$ cat src/rtl/serial_subtractor4_if.sv
// serial_subtractor4_if: start/busy/done handshake and operand/result bus
// for the bit-serial subtractor. The controller side uses the master
// modport, the subtractor uses the slave modport.
// Optional build macro: SUB_OVF_FLAG_EN adds the signed-overflow flag (ovf).
interface serial_subtractor4_if #(
    parameter int WIDTH = 4
);
    // Request side: driven by the controller.
    logic             start;
    logic [WIDTH-1:0] A;
    logic [WIDTH-1:0] B;
    logic             bin;

    // Status and result side: driven by the subtractor.
    logic             busy;
    logic             done;
    logic [WIDTH-1:0] D;
    logic             bout;
`ifdef SUB_OVF_FLAG_EN
    logic             ovf;
`endif

    modport master (
        output start, A, B, bin,
        input  busy, done, D, bout
`ifdef SUB_OVF_FLAG_EN
        , input ovf
`endif
    );

    modport slave (
        input  start, A, B, bin,
        output busy, done, D, bout
`ifdef SUB_OVF_FLAG_EN
        , output ovf
`endif
    );
endinterface

$ cat src/rtl/serial_subtractor4.sv
// serial_subtractor4: bit-serial subtractor, D = A - B - bin.
// Each operation takes WIDTH clocks. On every RUN clock one full-subtractor
// cell handles the low bit of the operand shift registers and a flop holds
// the borrow. The difference bit enters the result register from the MSB
// side, so after WIDTH shifts the full result is in place. A new request
// is taken in IDLE or in the DONE cycle, which allows back-to-back
// operations at one every WIDTH+1 cycles. A request that arrives during
// RUN is dropped, not queued.
// Optional build macro: SUB_OVF_FLAG_EN adds a registered signed-overflow
// flag computed from the captured operand MSBs.
module serial_subtractor4 #(
    parameter int WIDTH = 4
) (
    input  logic                  clk,
    input  logic                  rst,
    serial_subtractor4_if.slave   bus
);
    localparam int CW = (WIDTH > 1) ? $clog2(WIDTH) : 1;
    localparam logic [CW-1:0] LAST_BIT = CW'(WIDTH - 1);

    typedef enum logic [1:0] {
        IDLE = 2'd0,
        RUN  = 2'd1,
        DONE = 2'd2
    } state_t;

    state_t           state;
    logic [CW-1:0]    count;
    logic             br;
    logic [WIDTH-1:0] a_sr;
    logic [WIDTH-1:0] b_sr;
    logic [WIDTH-1:0] res_sr;

    // Registered outputs.
    logic             busy_q;
    logic             done_q;
    logic [WIDTH-1:0] d_q;
    logic             bout_q;

`ifdef SUB_OVF_FLAG_EN
    logic             a_msb;
    logic             b_msb;
    logic             ovf_q;
`endif

    // The one full-subtractor cell, working on the current low operand bits.
    logic a_i;
    logic b_i;
    logic d_bit;
    logic br_next;
    logic accept;

    assign a_i     = a_sr[0];
    assign b_i     = b_sr[0];
    assign d_bit   = a_i ^ b_i ^ br;
    assign br_next = (~a_i & b_i) | (~(a_i ^ b_i) & br);

    // A start is honoured in IDLE and DONE only. In RUN it is ignored.
    assign accept  = bus.start && (state != RUN);

    // Control FSM and serial datapath share one sequential process.
    // NOTE: all state updates use non-blocking assignment so every flop
    // samples the values from before the edge.
    always_ff @(posedge clk or posedge rst) begin
        if (rst) begin
            // NOTE: the datapath shift registers are reset as well. A reset
            // during RUN then leaves no stale operand bits for the next
            // operation to pick up.
            state  <= IDLE;
            count  <= '0;
            br     <= 1'b0;
            a_sr   <= '0;
            b_sr   <= '0;
            res_sr <= '0;
            busy_q <= 1'b0;
            done_q <= 1'b0;
            d_q    <= '0;
            bout_q <= 1'b0;
`ifdef SUB_OVF_FLAG_EN
            a_msb  <= 1'b0;
            b_msb  <= 1'b0;
            ovf_q  <= 1'b0;
`endif
        end else if (accept) begin
            // Capture the operands and the borrow-in, then start the bit walk.
            a_sr   <= bus.A;
            b_sr   <= bus.B;
            br     <= bus.bin;
            count  <= '0;
            state  <= RUN;
            busy_q <= 1'b1;
            done_q <= 1'b0;
`ifdef SUB_OVF_FLAG_EN
            a_msb  <= bus.A[WIDTH-1];
            b_msb  <= bus.B[WIDTH-1];
`endif
        end else begin
            case (state)
                RUN: begin
                    a_sr   <= a_sr >> 1;
                    b_sr   <= b_sr >> 1;
                    res_sr <= {d_bit, res_sr[WIDTH-1:1]};
                    br     <= br_next;
                    count  <= count + CW'(1);
                    if (count == LAST_BIT) begin
                        // Last bit: publish the result and pulse done for one cycle.
                        state  <= DONE;
                        busy_q <= 1'b0;
                        done_q <= 1'b1;
                        d_q    <= {d_bit, res_sr[WIDTH-1:1]};
                        bout_q <= br_next;
`ifdef SUB_OVF_FLAG_EN
                        // Operand signs differ and the result sign differs from A.
                        ovf_q  <= (a_msb ^ b_msb) & (a_msb ^ d_bit);
`endif
                    end
                end
                DONE: begin
                    // No new request in the done cycle, so return to IDLE.
                    done_q <= 1'b0;
                    state  <= IDLE;
                end
                IDLE: begin
                    done_q <= 1'b0;
                end
                default: begin
                    state  <= IDLE;
                    busy_q <= 1'b0;
                    done_q <= 1'b0;
                end
            endcase
        end
    end

    assign bus.busy = busy_q;
    assign bus.done = done_q;
    assign bus.D    = d_q;
    assign bus.bout = bout_q;
`ifdef SUB_OVF_FLAG_EN
    assign bus.ovf  = ovf_q;
`endif

endmodule
$ cat src/flat_wrapper.sv
// flat-port wrapper written by rule: the top's interface ports become plain ports
module serial_subtractor4_flat 
#(
    parameter int WIDTH = 4
)
  (clk, rst, bus_start, bus_A, bus_B, bus_bin, bus_busy, bus_done, bus_D, bus_bout);
  serial_subtractor4_if #(.WIDTH(WIDTH)) bus_i ();
  input  logic clk;
  input  logic rst;
  input wire logic [$bits(bus_i.start)-1:0] bus_start;
  input wire logic [$bits(bus_i.A)-1:0] bus_A;
  input wire logic [$bits(bus_i.B)-1:0] bus_B;
  input wire logic [$bits(bus_i.bin)-1:0] bus_bin;
  output wire logic [$bits(bus_i.busy)-1:0] bus_busy;
  output wire logic [$bits(bus_i.done)-1:0] bus_done;
  output wire logic [$bits(bus_i.D)-1:0] bus_D;
  output wire logic [$bits(bus_i.bout)-1:0] bus_bout;
  assign bus_i.start = bus_start;
  assign bus_i.A = bus_A;
  assign bus_i.B = bus_B;
  assign bus_i.bin = bus_bin;
  assign bus_busy = bus_i.busy;
  assign bus_done = bus_i.done;
  assign bus_D = bus_i.D;
  assign bus_bout = bus_i.bout;
  serial_subtractor4 #(.WIDTH(WIDTH)) u_core (.clk(clk), .rst(rst), .bus(bus_i));
endmodule
$ cat config.mk
export PLATFORM = sky130hd
export DESIGN_NAME = serial_subtractor4_flat
export DESIGN_NICKNAME = d
export VERILOG_FILES = /design/src/rtl/serial_subtractor4_if.sv /design/src/rtl/serial_subtractor4.sv /design/src/flat_wrapper.sv
export SDC_FILE = /design/constraint.sdc
export NUM_CORES = 1
export LEC_CHECK = 0
export ABC_AREA = 1
export CAP_MARGIN = 10
export CORE_MARGIN = 3
export CORE_UTILIZATION = 40
export DETAILED_ROUTE_END_ITERATION = 8
export PLACE_DENSITY_LB_ADDON = 0.15
export SKIP_LAST_GASP = 1
export SLEW_MARGIN = 20
export SYNTH_ARGS = -nofsm -noshare
export SYNTH_HDL_FRONTEND = slang
export SYNTH_SLANG_ARGS = --single-unit
$ cat constraint.sdc
create_clock -name clk -period 1.46 [get_ports clk]
set_clock_uncertainty 0.15 [all_clocks]
set_input_delay 0.292 -clock clk [delete_from_list [all_inputs] [get_ports clk]]
set_output_delay 0.292 -clock clk [all_outputs]
set_load 0.02 [all_outputs]
==> results of run 1 <==
-- per-layer routing --
layer	global-route usage, %	vias up	share of wire [%]
li1	-	400	-
met1	15.5	364	46
met2	23.0	15	48
met3	2.07	5	4.4
met4	5.08	0	1.7
met5	0	-	0
-- area by class of cell --
type,count,area [um2]
clock buffer,4,26.3
fill,239,1080
inverter,9,33.8
multi-input combinational,78,370
sequential,23,576
tap,28,35.0
timing repair buffer,21,174
-- power breakdown --
| group | total (uW) | internal, uW | switching, uW |
|---|---|---|---|
| Combinational | 1050 | 390 | 663 |
| Clock | 293 | 107 | 186 |
| Sequential | 1080 | 912 | 167 |
-- path summary, 6_finish.rpt --
path	startpoint	to	slack (ns)	depth (start not counted)
setup reg to reg	u_core.b_sr[0]	u_core.bus.D[3]	0.16	4
hold reg to reg	u_core.bus.D[3]	u_core.bus.D[3]	0.34	2
max in group asynchronous	rst	u_core.count[0]	0.77	3
setup / recovery	u_core.bus.bout	bus_bout	0.05	1
min in group clk	u_core.bus.D[3]	u_core.bus.D[3]	0.34	2
hold / removal	rst	u_core.bus.D[1]	0.16	3
-- Yosys cell counts --
cell	count
o21ai_0	1
ha_1	1
nand2_1	45
buf_6	1
fa_1	1
inv_2	1
buf_2	1
nand3_1	23
nor2_4	2
nor2_1	4
nand2_4	1
dfrtp_1	23
buf_4	2
inv_1	8
-- through the flow --
| stage | power [uW] | instance area (um2) | instances | TNS, ns | utilization (%) |
|---|---|---|---|---|---|
| 6_report | 2420 | 1210 | 163 | 0 | 52.9 |
| 5_1_grt | 2660 | 1210 | 163 | 0 | 52.9 |
| 4_1_cts | 2500 | 1240 | 163 | -0.00498 | 54.2 |
| 3_5_place_dp | 2240 | 1220 | 159 | -0.00874 | 53.0 |
| 3_3_place_gp | 2200 | 1220 | 159 | 0 | 53.0 |
| 2_1_floorplan | 1910 | 1010 | 114 | 0 | - |
-- cell families after synthesis --
group,Yosys count,synth area share (%)
AOI/OAI and AO/OA,1,0.495
adders and majority gates,2,3.22
buffers and inverters,13,6.43
DFF,23,56.9
and+or+nand+nor,75,32.9
-- worst register-to-register path: cells and delay by family, from the launching register on --
kind / cells / cell delay [ns]
simple gates: 2 / 0.12
fa+ha+maj: 1 / 0.55
buf+inv: 1 / 0.06
flops: 1 / 0.37
-- flip-flops by register name, summed over array words and instances, names as in the netlist --
name,flops
u_core.bus.D,4
u_core.a_sr,4
u_core.bus.busy,1
u_core.bus.done,1
u_core.state,2
u_core.res_sr,3
u_core.bus.bout,1
u_core.br,1
u_core.b_sr,4
u_core.count,2
-- timing repair --
item / in CTS / in global routing
gates resized for setup: 15 / 6
endpoints found under the setup margin: 7 / 6
hold buffers: 0 / 0
==> metrics.txt, run 1 <==
commonest non-fill, non-tap cells in the layout nand2_1 (45), nand3_1 (23), dfrtp_1 (23); CTS tree built; post-synth top area cell dfrtp_1; Least-Margin Pin Slew about 0.29 ns; Max Root-Sink Buffers 2; Final nets 150; LEAKAGE 0.000632 uW; core area between 2000 and 2500 um2; layout cells sized above 1 12.6%; DRT iter0 DRCs 9; die area approximately 3200 um2; slowest stage cell on the critical path dfrtp_1; DR WL/cell 11.5 um; Final period util 96.6%; total track usage 12.9%; Area contributors post-synth dfrtp_1 (57%), nand2_1 (17%), nand3_1 (11%); Routed Antenna Nets 0; GRT overflow 0; Worst Setup End Kind primary output; Synth Instances ~110; port bufs 18; most common cell after layout, fill and taps aside nand2_1; crit-path max cell delay slightly above 0.4 ns; count of final max-slew check failures 0; post-CTS setup buffer count 0; Post-Place Setup Slack -0.00874 ns; IO Count 19; Setup CP Type reg -> out; TritonRoute pass-1 iters 2; Hold/Removal Path Class in -> async; Period minus WS final 1.41 ns; VDD IR max 0.950 mV; first-pass GRT wire length approximately 3.2 mm; max cap viols 0; drt drc 0; die width 56.3 um; syn_nets 128; Yosys Warn Count 0; distinct cell type count after synthesis 14; antenna cell count 0; detailed-route via count slightly below 800; relative slew slack 80.4%; Clock Sinks 23; Critical Path RT between 1 and 1.5 ns; crit path DAT 0.97 ns; outcome complete, no violations; Setup-failing EPs final 0; PD cells between 1500 and 2000 nW/um2; Critical path buffers and inverters 1; H-tree levels 1; RSZ-0062 raised after global routing no; Fin. Hold Viols 0; Worst path top cell family by delay flip-flops; Mapped Avg Cell Area 8.87 um2; Max FO, Critical Path 2; fmax 709 MHz; FP Rows 17; mapped cell area 1010 um2; final worst slack 0.0501 ns; CP Launch Type flop; top-area cell type share of the netlist area 56.9%; post-synthesis register bit count 23; Final Wtd Congestion 0.725; worst-path cell chain clkdlybuf4s15_2; clk_lat worst skew 0.31 ns; clock slew at reported path FFs between 0.1 and 0.15 ns; largest net degree at the start of global routing 24; initial antenna violation count 0; sequential-to-total area share from yosys stat 56.9%; initial core utilization 44.0%; Die H between 50 and 60 um; Vias/cell 4.81; CTS root buffer clkbuf_4; Detailed Place HPWL 1.33 mm; vias in the first global route 757; area delta synth->final 20.2%; Hold Slack 0.160 ns; CTS buffer count 3; Routed WL 1.87 mm
(Power assumes the default switching activity.)
==> run 2, diff against run 1 <==
--- a/config.mk
+++ b/config.mk
@@ -10,7 +10,9 @@
 export CORE_MARGIN = 3
 export CORE_UTILIZATION = 40
 export DETAILED_ROUTE_END_ITERATION = 8
+export HOLD_SLACK_MARGIN = 0.06
 export PLACE_DENSITY_LB_ADDON = 0.15
+export SETUP_SLACK_MARGIN = 0.2
 export SKIP_LAST_GASP = 1
 export SLEW_MARGIN = 20
 export SYNTH_ARGS = -nofsm -noshare
==> metrics.txt, run 2 (synthesis results as in run 1) <==
outcome complete, no violations; Fin. Hold Viols 0 (unchanged); initial core utilization 44.0% (unchanged); Hold/Removal Path Class in -> async; DR WL/cell 12.0 um (+4.5%); crit-path max cell delay 0.42 ns (about the same); Max FO, Critical Path 2 (unchanged); FP Rows 17 (unchanged); DRT iter0 DRCs 12 (+3); Period minus WS final 1.32 ns (-0.0907 ns); Max Root-Sink Buffers 2 (unchanged); count of final max-slew check failures 0 (unchanged); Setup CP Type reg -> out; die width 56.3 um (unchanged); drt drc 0 (unchanged); vias in the first global route 800 (+5.7%); M2 GR Usage 25.4% (+2.3 points); slowest stage cell on the critical path dfrtp_1; CTS buffer count 3 (unchanged); VDD IR max 1.25 mV (+31%); CTS tree built; Detailed Place HPWL 1.33 mm (unchanged); Vias/cell 4.82 (+0.31%); Die H 56.3 um (unchanged); Power Total 3030 uW (+25%); Setup-failing EPs final 0 (unchanged); RSZ-0062 raised after global routing yes; H-tree levels 1 (unchanged); Placed Instances 159 (unchanged); layout cells sized above 1 28.2% (+16 points); CTS root buffer clkbuf_4; Final Wtd Congestion 0.725 (unchanged); commonest non-fill, non-tap cells in the layout nand2_1 (45), dfrtp_1 (22), nand3_1 (20); Clock Sinks 23 (unchanged); first-pass GRT wire length 3.47 mm (+7.9%); die area 3170 um2 (unchanged); Worst path top cell family by delay flip-flops; met1 usage 16.4% (+0.88 points); area delta synth->final 41.7%; core area 2300 um2 (unchanged); Final period util 90.4% (-6.2 points); gr busiest metal met2; largest net degree at the start of global routing 24 (unchanged); TritonRoute pass-1 iters 4 (+2); clk_lat worst skew 0.32 ns (about the same); relative slew slack 80.4% (about the same); Critical Path RT 1.02 ns (about the same); GR Layer Usage met3 2.07% (unchanged); Critical path buffers and inverters 1 (unchanged); total track usage 13.9% (+0.97 points); fmax 758 MHz (+6.9%); port bufs 18 (unchanged); Least-Margin Pin Slew 0.294 ns (-0.000708 ns); IO Count 19 (unchanged); clock slew at reported path FFs 0.13 ns (about the same); Worst Setup End Kind primary output; initial antenna violation count 0 (unchanged); crit path DAT 0.88 ns (-0.09 ns); CP Launch Type flop; max cap viols 0 (unchanged); antenna cell count 0 (unchanged); fin util 62.4% (+9.5 points); Final nets 164 (+9.3%); worst-path cell chain buf_6; LEAKAGE 0.000723 uW (+15%); Routed WL 2.12 mm (+13%); fin cells 177 (+8.6%); most common cell after layout, fill and taps aside nand2_1; GRT overflow 0 (unchanged); detailed-route via count 854 (+8.9%); PD cells 2120 nW/um2 (+6.1%); Routed Antenna Nets 0 (unchanged)
run 2: cell types whose count changed in the layout (fill, tap and decap cells not counted), moves of 3 or more:
| cell | before | now |
|---|---|---|
| buf_4 | 3 | 13 |
| buf_6 | 0 | 8 |
| clkbuf_2 | 6 | 0 |
| inv_1 | 8 | 4 |
| inv_2 | 1 | 5 |
| nand3_1 | 23 | 20 |
| nand3_2 | 0 | 3 |
run 2: path summary, 6_finish.rpt:
path                            startpoint          endpoint  slack [ns]  depth (start not counted)
max reg2reg                      u_core.br  u_core.res_sr[3]        0.17                          4
max                        u_core.bus.bout          bus_bout        0.14                          1
max in group asynchronous              rst   u_core.state[0]        0.75                          3
min in group clk            u_core.a_sr[3]    u_core.a_sr[3]        0.34                          2
min                                    rst   u_core.bus.bout        0.16                          3
min reg2reg                 u_core.a_sr[3]    u_core.a_sr[3]        0.34                          2
run 2: what timing repair did:
action / CTS / global route
resized for setup: 44 / 13
hold buffers: 0 / 0
endpoints found under the setup margin: 11 / 26
gates cloned: 1 / 0
setup buffers: 4 / 9
pin swaps: 7 / 10
run 2: per-stage QoR:
step,hold WS [ns],setup WS [ns],instance area (um2),TNS (ns)
floorplan,0.144,0.228,1010,0
global placement,0.305,0.0189,1220,0
detailed placement,0.312,-0.00874,1220,-0.00874
CTS,0.161,0.136,1290,0
global route,0.193,0.101,1430,0
finish,0.161,0.141,1430,0
run 2: metal layers:
| layer | up-vias | routed length (um) |
|---|---|---|
| met4 | 0 | 29 |
| met2 | 14 | 1040 |
| met1 | 405 | 966 |
| met3 | 4 | 83 |
| li1 | 431 | - |
| met5 | - | 0 |
run 2: cell type report:
cell class / instances / area, um2
Inverter: 9 / 33.8
Fill cell: 207 / 865
Multi-Input combinational cell: 79 / 423
Sequential cell: 23 / 577
Clock buffer: 4 / 26.3
Timing Repair Buffer: 34 / 338
Tap cell: 28 / 35.0
run 2: power breakdown:
part / internal (uW) / leakage, uW / total [uW] / switching (uW)
Sequential: 915 / 0.000290 / 1120 / 210
Combinational: 808 / 0.000418 / 1610 / 797
Clock: 107 / 0.0000150 / 304 / 197
Total: 1830 / 0.000723 / 3030 / 1200
==> run 3, diff against run 2 <==
--- a/config.mk
+++ b/config.mk
@@ -8,7 +8,7 @@
 export ABC_AREA = 1
 export CAP_MARGIN = 10
 export CORE_MARGIN = 3
-export CORE_UTILIZATION = 40
+export CORE_UTILIZATION = 25
 export DETAILED_ROUTE_END_ITERATION = 8
 export HOLD_SLACK_MARGIN = 0.06
 export PLACE_DENSITY_LB_ADDON = 0.15
==> metrics.txt, run 3 (synthesis results as in run 1) <==
relative slew slack 84.6% (+4.2 points); Setup-failing EPs final 0 (unchanged); vias in the first global route 862 (+7.8%); initial core utilization 26.8% (-17 points); Routed Antenna Nets 0 (unchanged); detailed-route via count 840 (-1.6%); CP Launch Type flop; fmax 770 MHz (+1.5%); LEAKAGE 0.000706 uW (-2.4%); largest net degree at the start of global routing 24 (unchanged); hold_buf cts 0 (unchanged); crit-path max cell delay 0.55 ns (+0.13 ns); Die H 69.6 um (+24%); PD cells 2070 nW/um2 (-2.4%); die area 4840 um2 (+53%); first-pass GRT wire length 4.07 mm (+17%); Hold/Removal Path Class in -> async; Least-Margin Pin Slew 0.231 ns (-0.0633 ns); drt drc 0 (unchanged); DRT iter0 DRCs 30 (+18); gr busiest metal met2; M2 GR Usage 15.1% (-10 points); Max FO, Critical Path 2 (unchanged); fillers 394 (+90%); antenna cell count 0 (unchanged); Critical Path RT 1.52 ns (+0.50 ns); Fin. Hold Viols 0 (unchanged); Max Root-Sink Buffers 2 (unchanged); Worst path top cell family by delay adder cells; max cap viols 0 (unchanged); met1 usage 14.9% (-1.5 points); Clock Sinks 23 (unchanged); crit path DAT 1.36 ns (+0.48 ns); Hold Slack 0.199 ns (+0.0376 ns); VDD IR max 0.505 mV (-60%); commonest non-fill, non-tap cells in the layout nand2_1 (44), nand3_1 (23), dfrtp_1 (22); TritonRoute pass-1 iters 4 (unchanged); GRT overflow 0 (unchanged); CTS root buffer clkbuf_8; final worst slack 0.161 ns (+0.0200 ns); Detailed Place HPWL 1.48 mm (+11%); Post-Place Setup Slack 0.0164 ns (+0.0252 ns); FP Rows 22 (+5); Final nets 160 (-2.4%); Period minus WS final 1.30 ns (-0.0200 ns); core area 3770 um2 (+64%); setup TNS 0 ns (unchanged); GR Layer Usage met3 2.46% (+0.39 points); Vias/cell 4.35 (-9.8%); Setup CP Type reg -> reg; initial antenna violation count 0 (unchanged); Routed WL 2.23 mm (+5.0%); CP most frequent cell nand2_1; die width 69.6 um (+24%); Final Wtd Congestion 0.705 (-2.8%); port bufs 18 (unchanged); IO Count 19 (unchanged); area delta synth->final 37.5%; outcome complete, no violations; slowest stage cell on the critical path fa_1; clk_lat worst skew 0.26 ns (-0.06 ns); CTS buffer count 3 (unchanged); Power Total 2870 uW (-5.3%); CTS tree built; clock slew at reported path FFs 0.09 ns (-0.04 ns); layout cells sized above 1 24.1% (-4.0 points); most common cell after layout, fill and taps aside nand2_1; H-tree levels 1 (unchanged); worst-path cell chain inv_2 > fa_1 > nand2_1 > nand2_1; RSZ-0062 raised after global routing yes; total track usage 10.4% (-3.5 points); Critical path buffers and inverters 1 (unchanged); Final period util 89.0% (-1.4 points); Worst Setup End Kind flop; count of final max-slew check failures 0 (unchanged); DR WL/cell 11.5 um (-3.7%)
-- run 3: timing repair --
action,in CTS,in global routing
gates resized for setup,31,18
buffers inserted,2,6
setup endpoints to repair,13,26
pin swaps,7,2
gates cloned,1,0
-- run 3: final cells by class --
| class | count | area, um2 | share of cell area, % |
|---|---|---|---|
| repair buffers | 30 | 292 | 21.0 |
| multi-input cells | 79 | 382 | 27.5 |
| flip-flops and latches | 23 | 577 | 41.5 |
| clock buffers | 3 | 41.3 | 2.97 |
| well taps | 48 | 60.1 | 4.32 |
| inverters | 9 | 33.8 | 2.43 |
| clock inverters | 1 | 5.00 | 0.360 |
-- run 3: report_power, final --
group	switching, uW	internal [uW]	total [uW]
clock network	215	191	405
logic	731	625	1360
registers	194	917	1110
-- run 3: metrics by stage --
step                cells  util (%)  cell area, um2
finish                193      36.9            1390
global route          193      36.9            1390
CTS                   187      34.4            1300
detailed placement    180      33.5            1260
global placement      180      33.5            1260
floorplan             114         -            1010
-- run 3: metal layers --
metal / share of wire, % / routed length, um
met5: 0 / 0
met4: 0.63 / 14
met2: 44 / 986
met3: 4.0 / 90
met1: 51 / 1130
-- run 3: worst reg2reg max path: stages (launching register included) --
cell     delay, ns
dfrtp_1       0.38
inv_2         0.05
fa_1          0.55
nand2_1       0.06
nand2_1       0.06
-- run 3: final timing paths --
path	cells past startpoint	start	end	slack, ns
setup / recovery	4	u_core.b_sr[0]	u_core.bus.D[3]	0.16
hold / removal	3	rst	u_core.bus.D[1]	0.20
setup reg to reg	4	u_core.b_sr[0]	u_core.bus.D[3]	0.16
hold reg to reg	2	u_core.res_sr[1]	u_core.bus.D[0]	0.33
max in group asynchronous	3	rst	u_core.state[0]	0.80
min in group clk	2	u_core.res_sr[1]	u_core.bus.D[0]	0.33
